[src/rtl/tt_um_toivoh_serial_alu.sv]
// Byte-serial operand loader feeding a digit-serial ALU.
// Operands are written one byte at a time through ui_in, the ALU walks the
// operands DIGIT_BITS bits per cycle, and the result is read back byte-wise.
module tt_um_toivoh_serial_alu #(
    parameter int LOG2_BYTES_IN = 3,
    parameter int DIGIT_BITS    = 4
) (
    input  logic       clk,
    input  logic       rst_n,
    input  logic       ena,
    input  logic [7:0] ui_in,
    input  logic [7:0] uio_in,
    output logic [7:0] uio_out,
    output logic [7:0] uio_oe,
    output logic [7:0] uo_out
);

    localparam int BYTES_IN = 1 << LOG2_BYTES_IN;
    localparam int W        = BYTES_IN * 4;          // bits per operand
    localparam int N        = W / DIGIT_BITS;        // ALU cycles per operation
    localparam int KW       = (N > 1) ? $clog2(N) : 1;
    localparam int WPW      = (LOG2_BYTES_IN > 0) ? LOG2_BYTES_IN : 1;
    localparam int RPW      = (LOG2_BYTES_IN > 1) ? LOG2_BYTES_IN - 1 : 1;

    localparam logic [KW-1:0]  K_LAST = KW'(N - 1);
    localparam logic [RPW-1:0] R_LAST = RPW'(BYTES_IN / 2 - 1);

    localparam logic [1:0] OP_ADD = 2'b00;
    localparam logic [1:0] OP_SUB = 2'b01;
    localparam logic [1:0] OP_AND = 2'b10;

    typedef enum logic [1:0] {
        S_IDLE = 2'b00,
        S_RUN  = 2'b01,
        S_DONE = 2'b10
    } state_t;

    // One digit of the ALU: low DIGIT_BITS are the result digit, top bit is
    // the carry out. Logic ops never produce a carry.
    function automatic logic [DIGIT_BITS:0] alu_digit(
        input logic [1:0]            op,
        input logic [DIGIT_BITS-1:0] a,
        input logic [DIGIT_BITS-1:0] b,
        input logic                  cin
    );
        logic [DIGIT_BITS:0] r;
        case (op)
            OP_ADD:  r = {1'b0, a} + {1'b0, b} + {{DIGIT_BITS{1'b0}}, cin};
            OP_SUB:  r = {1'b0, a} + {1'b0, ~b} + {{DIGIT_BITS{1'b0}}, cin};
            OP_AND:  r = {1'b0, a & b};
            default: r = {1'b0, a ^ b};
        endcase
        return r;
    endfunction

    // Strobe history and edge events
    logic wr_q, rd_q, start_q;
    logic wr_ev, rd_ev, start_ev, clr_ptr;

    // Storage and pointers
    logic [2*W-1:0] opnd_q;
    logic [W-1:0]   result_q;
    logic [WPW-1:0] wptr_q, wptr_d;
    logic [RPW-1:0] rptr_q, rptr_d;

    // ALU control
    state_t        state_q;
    logic [1:0]    op_q;
    logic [KW-1:0] k_q;
    logic          carry_q;
    logic          busy_q;
    logic          done_q;

    logic [DIGIT_BITS-1:0] x_dig, y_dig;
    logic [DIGIT_BITS:0]   dig_res;
    logic                  wr_ok;

    assign wr_ev    = uio_in[0] & ~wr_q;
    assign rd_ev    = uio_in[1] & ~rd_q;
    assign start_ev = uio_in[2] & ~start_q;
    assign clr_ptr  = uio_in[5];
    assign wr_ok    = wr_ev && (state_q != S_RUN);

    // Remember last strobe levels; reset to 1 so a strobe held across reset release is not an edge
    always_ff @(posedge clk or negedge rst_n) begin
        if (!rst_n) begin
            wr_q    <= 1'b1;
            rd_q    <= 1'b1;
            start_q <= 1'b1;
        end else begin
            wr_q    <= uio_in[0];
            rd_q    <= uio_in[1];
            start_q <= uio_in[2];
        end
    end

    // Next pointer values; clr_ptr overrides any increment
    always_comb begin
        wptr_d = wptr_q;
        rptr_d = rptr_q;
        if (wr_ok) begin
            wptr_d = wptr_q + 1'b1;
        end
        if (rd_ev) begin
            rptr_d = (rptr_q == R_LAST) ? '0 : rptr_q + 1'b1;
        end
        if (clr_ptr) begin
            wptr_d = '0;
            rptr_d = '0;
        end
    end

    // Operand byte writes (at the old write pointer) and pointer update
    always_ff @(posedge clk or negedge rst_n) begin
        if (!rst_n) begin
            opnd_q <= '0;
            wptr_q <= '0;
            rptr_q <= '0;
        end else begin
            if (wr_ok) begin
                opnd_q[wptr_q*8 +: 8] <= ui_in;
            end
            wptr_q <= wptr_d;
            rptr_q <= rptr_d;
        end
    end

    assign x_dig   = opnd_q[k_q*DIGIT_BITS +: DIGIT_BITS];
    assign y_dig   = opnd_q[W + k_q*DIGIT_BITS +: DIGIT_BITS];
    assign dig_res = alu_digit(op_q, x_dig, y_dig, carry_q);

    // ALU sequencer: IDLE/DONE wait for start, RUN processes one digit per cycle
    always_ff @(posedge clk or negedge rst_n) begin
        if (!rst_n) begin
            state_q  <= S_IDLE;
            op_q     <= OP_ADD;
            k_q      <= '0;
            carry_q  <= 1'b0;
            result_q <= '0;
            busy_q   <= 1'b0;
            done_q   <= 1'b0;
        end else begin
            case (state_q)
                S_IDLE, S_DONE: begin
                    if (start_ev) begin
                        state_q <= S_RUN;
                        op_q    <= uio_in[4:3];
                        k_q     <= '0;
                        carry_q <= (uio_in[4:3] == OP_SUB);
                        busy_q  <= 1'b1;
                        done_q  <= 1'b0;
                    end
                end
                S_RUN: begin
                    result_q[k_q*DIGIT_BITS +: DIGIT_BITS] <= dig_res[DIGIT_BITS-1:0];
                    carry_q <= dig_res[DIGIT_BITS];
                    k_q     <= k_q + 1'b1;
                    if (k_q == K_LAST) begin
                        state_q <= S_DONE;
                        busy_q  <= 1'b0;
                        done_q  <= 1'b1;
                    end
                end
                default: begin
                    state_q <= S_IDLE;
                    busy_q  <= 1'b0;
                    done_q  <= 1'b0;
                end
            endcase
        end
    end

    assign uo_out  = result_q[rptr_q*8 +: 8];
    assign uio_out = {done_q, busy_q, carry_q, 5'b0_0000};
    assign uio_oe  = 8'b1110_0000;

    // ena and the spare uio bits carry no function
    logic unused_inputs;
    assign unused_inputs = &{1'b0, ena, uio_in[7:6]};

endmodule

[config.mk]
export PLATFORM = sky130hd
export DESIGN_NAME = tt_um_toivoh_serial_alu
export DESIGN_NICKNAME = d
export VERILOG_FILES = /design/src/rtl/tt_um_toivoh_serial_alu.sv
export SDC_FILE = /design/constraint.sdc
export NUM_CORES = 1
export LEC_CHECK = 0
export BUFFER_PORTS_ARGS = -buffer_cell sky130_fd_sc_hd__buf_4
export CORE_MARGIN = 2
export CORE_UTILIZATION = 40
export DETAILED_ROUTE_END_ITERATION = 10
export SETUP_SLACK_MARGIN = 0.2
export SYNTH_ARGS = -nofsm -noshare
export SYNTH_HDL_FRONTEND = slang
export SYNTH_SLANG_ARGS = --single-unit
export TNS_END_PERCENT = 10
[constraint.sdc]
create_clock -name clk -period 5.04 [get_ports clk]
set_clock_uncertainty 0.05 [all_clocks]
set_input_delay 0.252 -clock clk [delete_from_list [all_inputs] [get_ports clk]]
set_output_delay 0.252 -clock clk [all_outputs]
set_load 0.01 [all_outputs]
==> run metrics, run 1 <==
Initial Utilization 0.409; slowest CP cell dfrtp_1; area fraction of the dominant cell type after synthesis 0.442; Max clock buf depth 2; setup_tns 0 ps; Pre-antenna DRT Iters 4; Port Buffer Count 26; chip width 129 microns; Skew-Pair Late Insertion Delay 420 ps; ratio of cells with drive above 1 in the final layout 0.334; Ports 43; # clock sinks 113; fill count 1365; largest net degree at the start of global routing 75; vias post-DR 3986; ant diodes 0; Finished Cell Area 7210 sq um; CP peak stage delay 750 ps; Synth area leader dfrtp_1; relative slew slack 0.368; #FFs+latches synth 113; run status complete, no violations; setup violators final 0; DRT iter0 DRCs 191; arrival time at the worst endpoint 4130 ps; CTS tree done; drt wl/cell 18.1 microns; Area contributors post-synth dfrtp_1 (44%), mux2_2 (14%), mux4_2 (9.1%); Worst Tran Pin Value 948 ps; Die Y 129 microns; Area after DPL 6520 sq um; ys async rst share 1.00; first-pass GRT wire length 22.1 mm; Layout area overhead 15.9%; Vias per Instance 5.35; final wirelength 13.5 mm; RSZ-0062 raised after global routing false; Die ar. 16600 sq um; Core ar. 15200 sq um; Global Route Usage Sum 0.176; post-synthesis average cell area 12.1 sq um; minimum clock period 3830 ps; Power per Cell Area 559 nW/um^2; Crit path max-delay family simple AND/OR/NAND/NOR gates; vias in the first global route 4265; maximum vdd drop 0.000282 V; most used cell, CP fa_1; final-report max-slew violation count 0; CP Max Fanout 10; Cell variety after synth 59; FP Rows 45; Hold WC Path Type primary input to flip-flop; Post-synth EDFFs 0; Worst setup EP type flip-flop; Startpoint Class flip-flop; Mapped Area 6220 sq um; leakage power 0.00347 uW; Worst-path clk slew 50 ps; Worst Path Buf+Inv 1; crit-path cells mux4_2 > nand2_1 > and2_1 > inv_1 > fa_1 > fa_1 > nor3b_1 > o21a_1 > nor3_1 > mux2_2; Post-route DRC 0; Post-CTS Setup Bufs 0; initial antenna violation count 0; hold violation count in the final report 0; GPL Wtd Cong 0.763; total CTS buffers 17; fmax 0.261 GHz; H-tree depth 4; grt ovf 0; register area share after synthesis 0.455; max-cap violation count 0; required time of the critical path 5340 ps; Final period util 0.759; Ys Warns 0; post-detail-place hpwl 9.63 mm; Final ANT Viol Nets 0; WS Path Type flip-flop to flip-flop; Post-layout nets 585; top_reg_cell synth dfrtp_1; Root Buffer clkbuf_16; Cells after Synth 515
[final cells by class]
class,count,area [sq um],share of cell area
repair buffers,38,298,0.0413
flip-flops and latches,113,2830,0.393
clock buffers,22,484,0.0672
inverters,30,113,0.0156
clock inverters,10,155,0.0215
well taps,188,235,0.0326
multi-input cells,344,3090,0.429
[cells in the mapped netlist, drive strengths merged (4+ instances only)]
library cell and instances:
clkbuf 12, nor3 13, and2 14, nor2b 11
a31oi 4, mux2 81, inv 28, ha 18
buf 27, nand2 43, xnor2 4, nand3 5
o21ai 8, fa 4, and3 15, nor2 20
nor3b 5, mux2i 13, mux4 25, nand2b 7
dfrtp 110
[path summary, 6_finish.rpt]
path	startpoint	slack (ps)	end	depth (start not counted)
max in group asynchronous	rst_n	3430	opnd_q[47]	3
hold reg to reg	result_q[1]	430	result_q[1]	2
min in group asynchronous	rst_n	440	result_q[1]	2
setup reg to reg	k_q[0]	1210	result_q[6]	10
hold / removal	uio_in[3]	40	op_q[0]	2
setup / recovery	k_q[0]	1210	result_q[6]	10
[per-stage QoR]
| step | util | setup slack [ps] | power (uW) | cells | hold slack (ps) |
|---|---|---|---|---|---|
| detailed placement | 0.429 | 1200 | 2770 | 708 | 321 |
| floorplan | - | 1730 | 2360 | 526 | -93.6 |
| global route | 0.474 | 901 | 4300 | 745 | 32.3 |
| CTS | 0.474 | 1170 | 4070 | 745 | 32.7 |
| global placement | 0.429 | 1300 | 2710 | 708 | 323 |
| finish | 0.474 | 1210 | 4030 | 745 | 39.5 |
[sequential cells by signal (all words and copies together), names as in the netlist]
name	count
start_q	1
opnd_q	64
state_q	2
result_q	32
rptr_q	2
carry_q	1
rd_q	1
wptr_q	3
op_q	2
wr_q	1
k_q	3
busy_q	1
[what timing repair did]
item | 4_1_cts | 5_1_grt
hold endpoints to repair | 79 | 0
endpoints found under the setup margin | 0 | 0
hold buffers | 5 | 0
gates resized for setup | 0 | 0
[logic make-up (layout without fill, tap and decap cells)]
kind of cell,after synthesis,in the layout,share of synthesized area
buf+inv,69,100,0.0543
compound gates,35,35,0.0392
flops,113,113,0.455
fa+ha+maj,22,22,0.0491
simple gates,150,150,0.136
mux,119,119,0.258
xor+xnor,5,5,0.00704
other cells,2,13,0.00121
[cells in the final DEF (no fill, tap or decap), drive strengths merged, types with 4 or more instances in the layout]
master	Yosys	routed
a31oi	4	4
and2	14	14
and3	15	15
buf	27	33
bufinv	0	4
clkbuf	12	22
clkinv	2	6
conb	2	13
dfrtp	110	110
dlygate4sd3	0	5
fa	4	4
ha	18	18
inv	28	28
mux2	81	81
mux2i	13	13
mux4	25	25
nand2	43	43
nand2b	7	7
nand3	5	5
nor2	20	20
nor2b	11	11
nor3	13	13
nor3b	5	5
o21ai	8	8
xnor2	4	4
[report_power, final]
part | internal [uW] | switching [uW]
Combinational | 701 | 788
Sequential | 1080 | 187
Clock | 874 | 407
Total | 2650 | 1380
[routing by layer]
metal	track usage	share of wire	vias to the layer above
met5	0	0	-
met4	0.0742	0.012	0
met3	0.0407	0.045	14
met2	0.289	0.50	83
met1	0.226	0.44	2032
li1	-	-	1857
No activity file was read; power rests on OpenSTA's default activity.
==> run 2, diff against run 1 <==
--- a/config.mk
+++ b/config.mk
@@ -5,6 +5,7 @@
 export SDC_FILE = /design/constraint.sdc
 export NUM_CORES = 1
 export LEC_CHECK = 0
+export ABC_AREA = 1
 export BUFFER_PORTS_ARGS = -buffer_cell sky130_fd_sc_hd__buf_4
 export CORE_MARGIN = 2
 export CORE_UTILIZATION = 40
==> constraint.sdc (replaced) <==
create_clock -name clk -period 3.8 [get_ports clk]
set_clock_uncertainty 0.05 [all_clocks]
set_input_delay 0.19 -clock clk [delete_from_list [all_inputs] [get_ports clk]]
set_output_delay 0.19 -clock clk [all_outputs]
set_load 0.01 [all_outputs]
==> run 2 against run 1 <==
Register-to-register slack got worse by 740 ps. Critical path depth grew 7. Global-route usage is 2.1 points higher. Area after synthesis down 1.4%. Clock power is 20% higher. Sequential power increased by 29%. Core utilization shrank 0.43 points. Largest cell class is now flip-flops and latches.
==> run metrics, run 2 <==
run status complete, no violations (unchanged); relative slew slack 0.385 (was 0.368); Synth area leader dfrtp_1 (unchanged); area fraction of the dominant cell type after synthesis 0.449 (was 0.442); maximum vdd drop 0.000374 V (was 0.000282 V); Hold WC Path Type primary input to flip-flop (unchanged); max reg flops 64 (unchanged); register area share after synthesis 0.462 (was 0.455); total CTS buffers 17 (unchanged); vias in the first global route 5079 (was 4265); Post-synth EDFFs 0 (unchanged); most common cell in the netlist nand2_1 (was dfrtp_1); CP Max Fanout 19 (was 10); Worst-path clk slew 60 ps (was 50 ps); Final ANT Viol Nets 0 (unchanged); Layout area overhead 15.6% (was 15.9%); Final Util 0.470 (was 0.474); post-detail-place hpwl 10.9 mm (was 9.63 mm); setup violators final 0 (unchanged); most frequent cells in the layout nand2_1 (144), o21ai_0 (129), dfrtp_1 (110), inv_1 (78), nor2_1 (60) (was dfrtp_1 (110), mux2_2 (78), nand2_1 (43), buf_4 (33), inv_1 (28)); Power per Cell Area 800 nW/um^2 (was 559 nW/um^2); Synth top cells by count nand2_1 (144), o21ai_0 (130), dfrtp_1 (110) (was dfrtp_1 (110), mux2_2 (78), nand2_1 (43)); RSZ-0062 raised after global routing false (unchanged); Port Buffer Count 26 (unchanged); Skew-Pair Late Insertion Delay 420 ps (about the same); DRT iter0 DRCs 373 (was 191); CP startpoint k_q[0] (unchanged); Power Internal 3300 uW (was 2650 uW); arrival time at the worst endpoint 3570 ps (was 4130 ps); FP Rows 45 (unchanged); Reg with most FFs opnd_q (unchanged); max-cap violation count 0 (unchanged); Max clock buf depth 2 (unchanged); Vias per Instance 5.26 (was 5.35); Area contributors post-synth dfrtp_1 (45%), o21ai_0 (11%), nand2_1 (8.8%) (was dfrtp_1 (44%), mux2_2 (14%), mux4_2 (9.1%)); Die ar. 16300 sq um (was 16600 sq um); # clock sinks 113 (unchanged); Initial Utilization 0.406 (was 0.409); Cells after Synth 756 (was 515); CTS tree done (unchanged); final wirelength 15.1 mm (was 13.5 mm); Post-layout nets 829 (was 585); H-tree depth 4 (unchanged); Comb power frac 0.443 (was 0.369); fmax 0.300 GHz (was 0.261 GHz); #FFs+latches synth 113 (unchanged); most common cell after layout, fill and taps aside nand2_1 (was dfrtp_1); final-report max-slew violation count 0 (unchanged); GPL Wtd Cong 0.875 (was 0.763); vias post-DR 5200 (was 3986); chip width 128 microns (was 129 microns); drt wl/cell 15.3 microns (was 18.1 microns); ratio of cells with drive above 1 in the final layout 0.130 (was 0.334); part of the power in the clock network 0.272 (was 0.318); Die Y 128 microns (was 129 microns); ys async rst share 1.00 (unchanged); Root Buffer clkbuf_16 (unchanged); WS Path Type flip-flop to flip-flop (unchanged); Post-route DRC 0 (unchanged); largest registers opnd_q (64), result_q (32) (unchanged); Mapped Area 6130 sq um (was 6220 sq um); Core ar. 15100 sq um (was 15200 sq um); Pre-antenna DRT Iters 5 (was 4); post-synthesis average cell area 8.11 sq um (was 12.1 sq um); minimum clock period 3330 ps (was 3830 ps); Ys Warns 0 (unchanged); hold violation count in the final report 0 (unchanged); leakage power 0.00345 uW (was 0.00347 uW); Net Sw Frac 0.418 (was 0.343); largest net degree at the start of global routing 75 (unchanged); Ports 43 (unchanged); grt ovf 0 (unchanged); top_reg_cell synth dfrtp_1 (unchanged); setup_tns 0 ps (unchanged); Final period util 0.876 (was 0.759); Worst setup EP type flip-flop (unchanged); hold path startpoint ui_in[0] (was uio_in[3]); Startpoint Class flip-flop (unchanged); Sequential Power Share 0.285 (was 0.313); Reg2Reg Launch Point k_q[0] (unchanged); Global Route Usage Sum 0.198 (was 0.176); ant diodes 0 (unchanged); initial antenna violation count 0 (unchanged); required time of the critical path 4040 ps (was 5340 ps); Sw Pwr 2370 uW (was 1380 uW); fill count 1515 (was 1365); Worst Tran Pin Value 923 ps (was 948 ps); Cell variety after synth 41 (was 59); first-pass GRT wire length 25.1 mm (was 22.1 mm)
-- run 2: cell types whose count changed after synthesis, sizes merged, moves of 30 or more --
cell   delta
mux2     -70
inv      +59
nand3    +34
nor2     +45
nand2   +104
a21oi    +30
o21ai   +133
-- run 2: final timing paths --
kind                            slack [ps]            to  depth (start not counted)
max in group asynchronous             2440    opnd_q[45]                          3
min in group asynchronous              410  result_q[17]                          2
worst max-delay path                   470   result_q[6]                         17
worst min register to register         420  result_q[12]                          2
worst min-delay path                    40     opnd_q[0]                          2
worst max register to register         470   result_q[6]                         17
-- run 2: layer usage --
layer  global-route usage  vias to the layer above  part of all wire
met1                0.255                     2501              0.45
met5                    0                        -                 0
met3               0.0422                       30             0.043
li1                     -                     2532                 -
met2                0.321                      137              0.48
met4               0.0879                        0             0.025
-- run 2: repair_timing --
item	CTS	global route
endpoints found under the hold margin	77	0
buffers inserted	0	0
endpoints found under the setup margin	0	13
hold buffers	9	0
resized for setup	0	4
-- run 2: power groups by stage --
stage                     registers, uW  clock network [uW]  logic, uW
final                              1620                1540       2510
after detailed placement           1630                   0       2490
after global placement             1620                   0       2420
after floorplan                    1560                   0       1860
after CTS                          1610                1570       2510
after global routing               1650                1630       2850
-- run 2: cell type report --
type,count,area (sq um),area share
clock inverter,11,113,0.0159
timing repair buffer,45,364,0.0513
sequential,113,2830,0.399
multi-input combinational,522,2750,0.388
inverter,89,337,0.0475
tap,188,235,0.0332
clock buffer,21,460,0.0649
-- run 2: cell families after synthesis --
logic type	Yosys count	synth area share
simple gates	282	0.204
compound gates	194	0.166
buf+inv	132	0.0963
flops	113	0.462
fa+ha+maj	22	0.0498
mux	11	0.0208
other cells	2	0.00122
-- run 2: per-stage QoR --
step	cells	worst slack (ps)	area, sq um	hold slack [ps]	total power [uW]
floorplan	767	732	6170	-156	3420
global placement	948	425	6420	258	4040
detailed placement	948	327	6420	262	4120
CTS	989	295	7090	23.7	5690
global route	989	249	7090	21.5	6120
finish	989	471	7090	35.2	5670
-- run 2: worst max-delay path, stage by stage, from the launching register on --
cell and delay [ps]:
dfrtp_1 400, inv_4 110, buf_4 190, a21oi_1 110, o21ai_0 100, o21ai_0 80, nand2_1 60, o21ai_1 170
inv_1 140, fa_1 440, fa_1 400, or2_2 320, nand3_1 80, nand3_1 70, o21ai_0 140, nor2_1 120
nand2_1 150, o21ai_0 100
==> run 3, diff against run 2 <==
--- a/config.mk
+++ b/config.mk
@@ -5,7 +5,7 @@
 export SDC_FILE = /design/constraint.sdc
 export NUM_CORES = 1
 export LEC_CHECK = 0
-export ABC_AREA = 1
+export ABC_AREA = 0
 export BUFFER_PORTS_ARGS = -buffer_cell sky130_fd_sc_hd__buf_4
 export CORE_MARGIN = 2
 export CORE_UTILIZATION = 40
==> run 3 against run 2 <==
Clock-buffer cell count did not move. Die area is 1.4% higher. Critical path depth fell by 8. First-iteration DRC count fell by 25%. Sequential cell count unchanged. Power decreased by 7.8%. Non-clock buffer count rose by 6. Cell area rose by 2.3%. Global-route usage shrank 1.7 points. Critical endpoint is now result_q[13]. Sequential power hardly changed. Worst setup slack lost 29 ps. Combinational power fell by 18%.
==> run metrics, run 3 (synthesis results as in run 1) <==
Layout area overhead 16.6% (was 15.6%); H-tree depth 4 (unchanged); run status complete, no violations (unchanged); # clock sinks 113 (unchanged); Core ar. 15200 sq um (was 15100 sq um); largest net degree at the start of global routing 60 (was 75); Post-CTS Setup Bufs 0 (unchanged); M1 GR Usage 0.231 (was 0.255); gr busiest metal met2 (unchanged); fmax 0.298 GHz (was 0.300 GHz); CTS tree done (unchanged); Finished Cell Area 7250 sq um (was 7090 sq um); vias in the first global route 4230 (was 5079); final-report max-slew violation count 0 (unchanged); vias post-DR 4006 (was 5200); total CTS buffers 17 (unchanged); Startpoint Class flip-flop (unchanged); Hold WC Path Type primary input to flip-flop (unchanged); grt ovf 0 (unchanged); max reg flops 64 (unchanged); RSZ-0062 raised after global routing true (was false); Max clock buf depth 2 (unchanged); required time of the critical path 4100 ps (was 4040 ps); setup ws final 441 ps (was 471 ps); Final ANT Viol Nets 0 (unchanged); Root Buffer clkbuf_16 (unchanged); relative slew slack 0.503 (was 0.385); setup violators final 0 (unchanged); Power per Cell Area 721 nW/um^2 (was 800 nW/um^2); WS Path Type flip-flop to flip-flop (unchanged); Vias per Instance 5.29 (was 5.26); Skew-Pair Late Insertion Delay 420 ps (about the same); post-detail-place hpwl 9.81 mm (was 10.9 mm); grt met3 use 0.0366 (was 0.0422); Pre-antenna DRT Iters 4 (was 5); Initial Utilization 0.409 (was 0.406); ant diodes 0 (unchanged); Reg with most FFs opnd_q (unchanged); Area after DPL 6570 sq um (was 6420 sq um); Final period util 0.884 (was 0.876); most frequent cells in the layout dfrtp_1 (109), mux2_2 (78), nand2_1 (43), buf_4 (40), inv_1 (28) (was nand2_1 (144), o21ai_0 (129), dfrtp_1 (110), inv_1 (78), nor2_1 (60)); Die Y 129 microns (was 128 microns); Worst-path clk slew 60 ps (about the same); chip width 129 microns (was 128 microns); CP Max Fanout 7 (was 19); Die ar. 16600 sq um (was 16300 sq um); ratio of cells with drive above 1 in the final layout 0.337 (was 0.130); first-pass GRT wire length 22.6 mm (was 25.1 mm); drt wl/cell 17.9 microns (was 15.3 microns); Worst Tran Pin Value 746 ps (was 923 ps); largest registers opnd_q (64), result_q (32) (unchanged); setup_tns 0 ps (unchanged); fill count 1383 (was 1515); Worst setup EP type flip-flop (unchanged); final wirelength 13.5 mm (was 15.1 mm); Port Buffer Count 26 (unchanged); worst slack at placement 207 ps (was 327 ps); multi-input logic area 3100 sq um (was 2750 sq um); Reg area 2830 sq um (about the same); most common cell after layout, fill and taps aside dfrtp_1 (was nand2_1); Global Route Usage Sum 0.181 (was 0.198); Post-route DRC 0 (unchanged); GPL Wtd Cong 0.792 (was 0.875); maximum vdd drop 0.000377 V (was 0.000374 V); Ports 43 (unchanged); minimum clock period 3360 ps (was 3330 ps); DRT iter0 DRCs 280 (was 373); leakage power 0.00349 uW (was 0.00345 uW); FP Rows 45 (unchanged); hold violation count in the final report 0 (unchanged); Post-layout nets 598 (was 829); GR met2 Demand/Resource 0.305 (was 0.321); max-cap violation count 0 (unchanged); arrival time at the worst endpoint 3660 ps (was 3570 ps); initial antenna violation count 0 (unchanged)
## run 3: changes by cell type in the layout (fill, tap and decap cells not counted), moves of 11 or more
cell     delta
nand2_1   -101
inv_1      -50
and2_1     +13
mux2i_1    +13
mux4_2     +25
o21ai_1    -12
o21ai_0   -121
nand3_1    -35
nor2_1     -40
nor2b_1    +11
and3_1     +15
mux2_2     +71
a21oi_1    -30
## run 3: routing by layer
metal  vias up  routed length, microns
met4         0                     248
met5         -                       0
met2        80                    6720
met3        19                     484
li1       1888                       -
met1      2019                    6060
## run 3: power by group
part           switching (uW)  internal [uW]
logic                    1090            970
clock network             548            972
registers                 218           1430
total                    1860           3370
## run 3: critical path, stage by stage, from the launching register on
cell and delay [ps]:
dfrtp_2 510, mux4_2 550, nand2_1 80, and2_1 220
inv_1 90, fa_1 430, fa_1 450, mux4_2 540
nor2_1 190, mux2_2 180
## run 3: path summary, 6_finish.rpt
kind | end | start | slack, ps | cells after the start
max | result_q[13] | k_q[0] | 440 | 9
min | opnd_q[39] | ui_in[7] | 20 | 3
max reg2reg | result_q[13] | k_q[0] | 440 | 9
min reg2reg | result_q[0] | result_q[0] | 420 | 1
max in group asynchronous | rd_q | rst_n | 2490 | 3
min in group asynchronous | result_q[1] | rst_n | 320 | 2
## run 3: area by class of cell
cell class / instances / area share
timing repair buffer: 51 / 0.0566
inverter: 30 / 0.0155
tap: 188 / 0.0324
multi-input combinational: 344 / 0.427
clock inverter: 10 / 0.0155
clock buffer: 21 / 0.0621
sequential: 113 / 0.391
## run 3: per-stage QoR
| stage | utilization | power (uW) | hold slack (ps) | cells |
|---|---|---|---|---|
| detailed placement | 0.432 | 3730 | 256 | 715 |
| global route | 0.477 | 5590 | 9.77 | 757 |
| global placement | 0.432 | 3660 | 243 | 715 |
| floorplan | - | 3130 | -156 | 526 |
| CTS | 0.477 | 5280 | 4.82 | 757 |
| finish | 0.477 | 5230 | 20.5 | 757 |
## run 3: timing repair
| item | 4_1_cts | 5_1_grt |
|---|---|---|
| endpoints found under the hold margin | 69 | 0 |
| setup endpoints to repair | 3 | 5 |
| hold buffers | 11 | 0 |
| gates cloned | 0 | 0 |
| gates resized for setup | 1 | 1 |
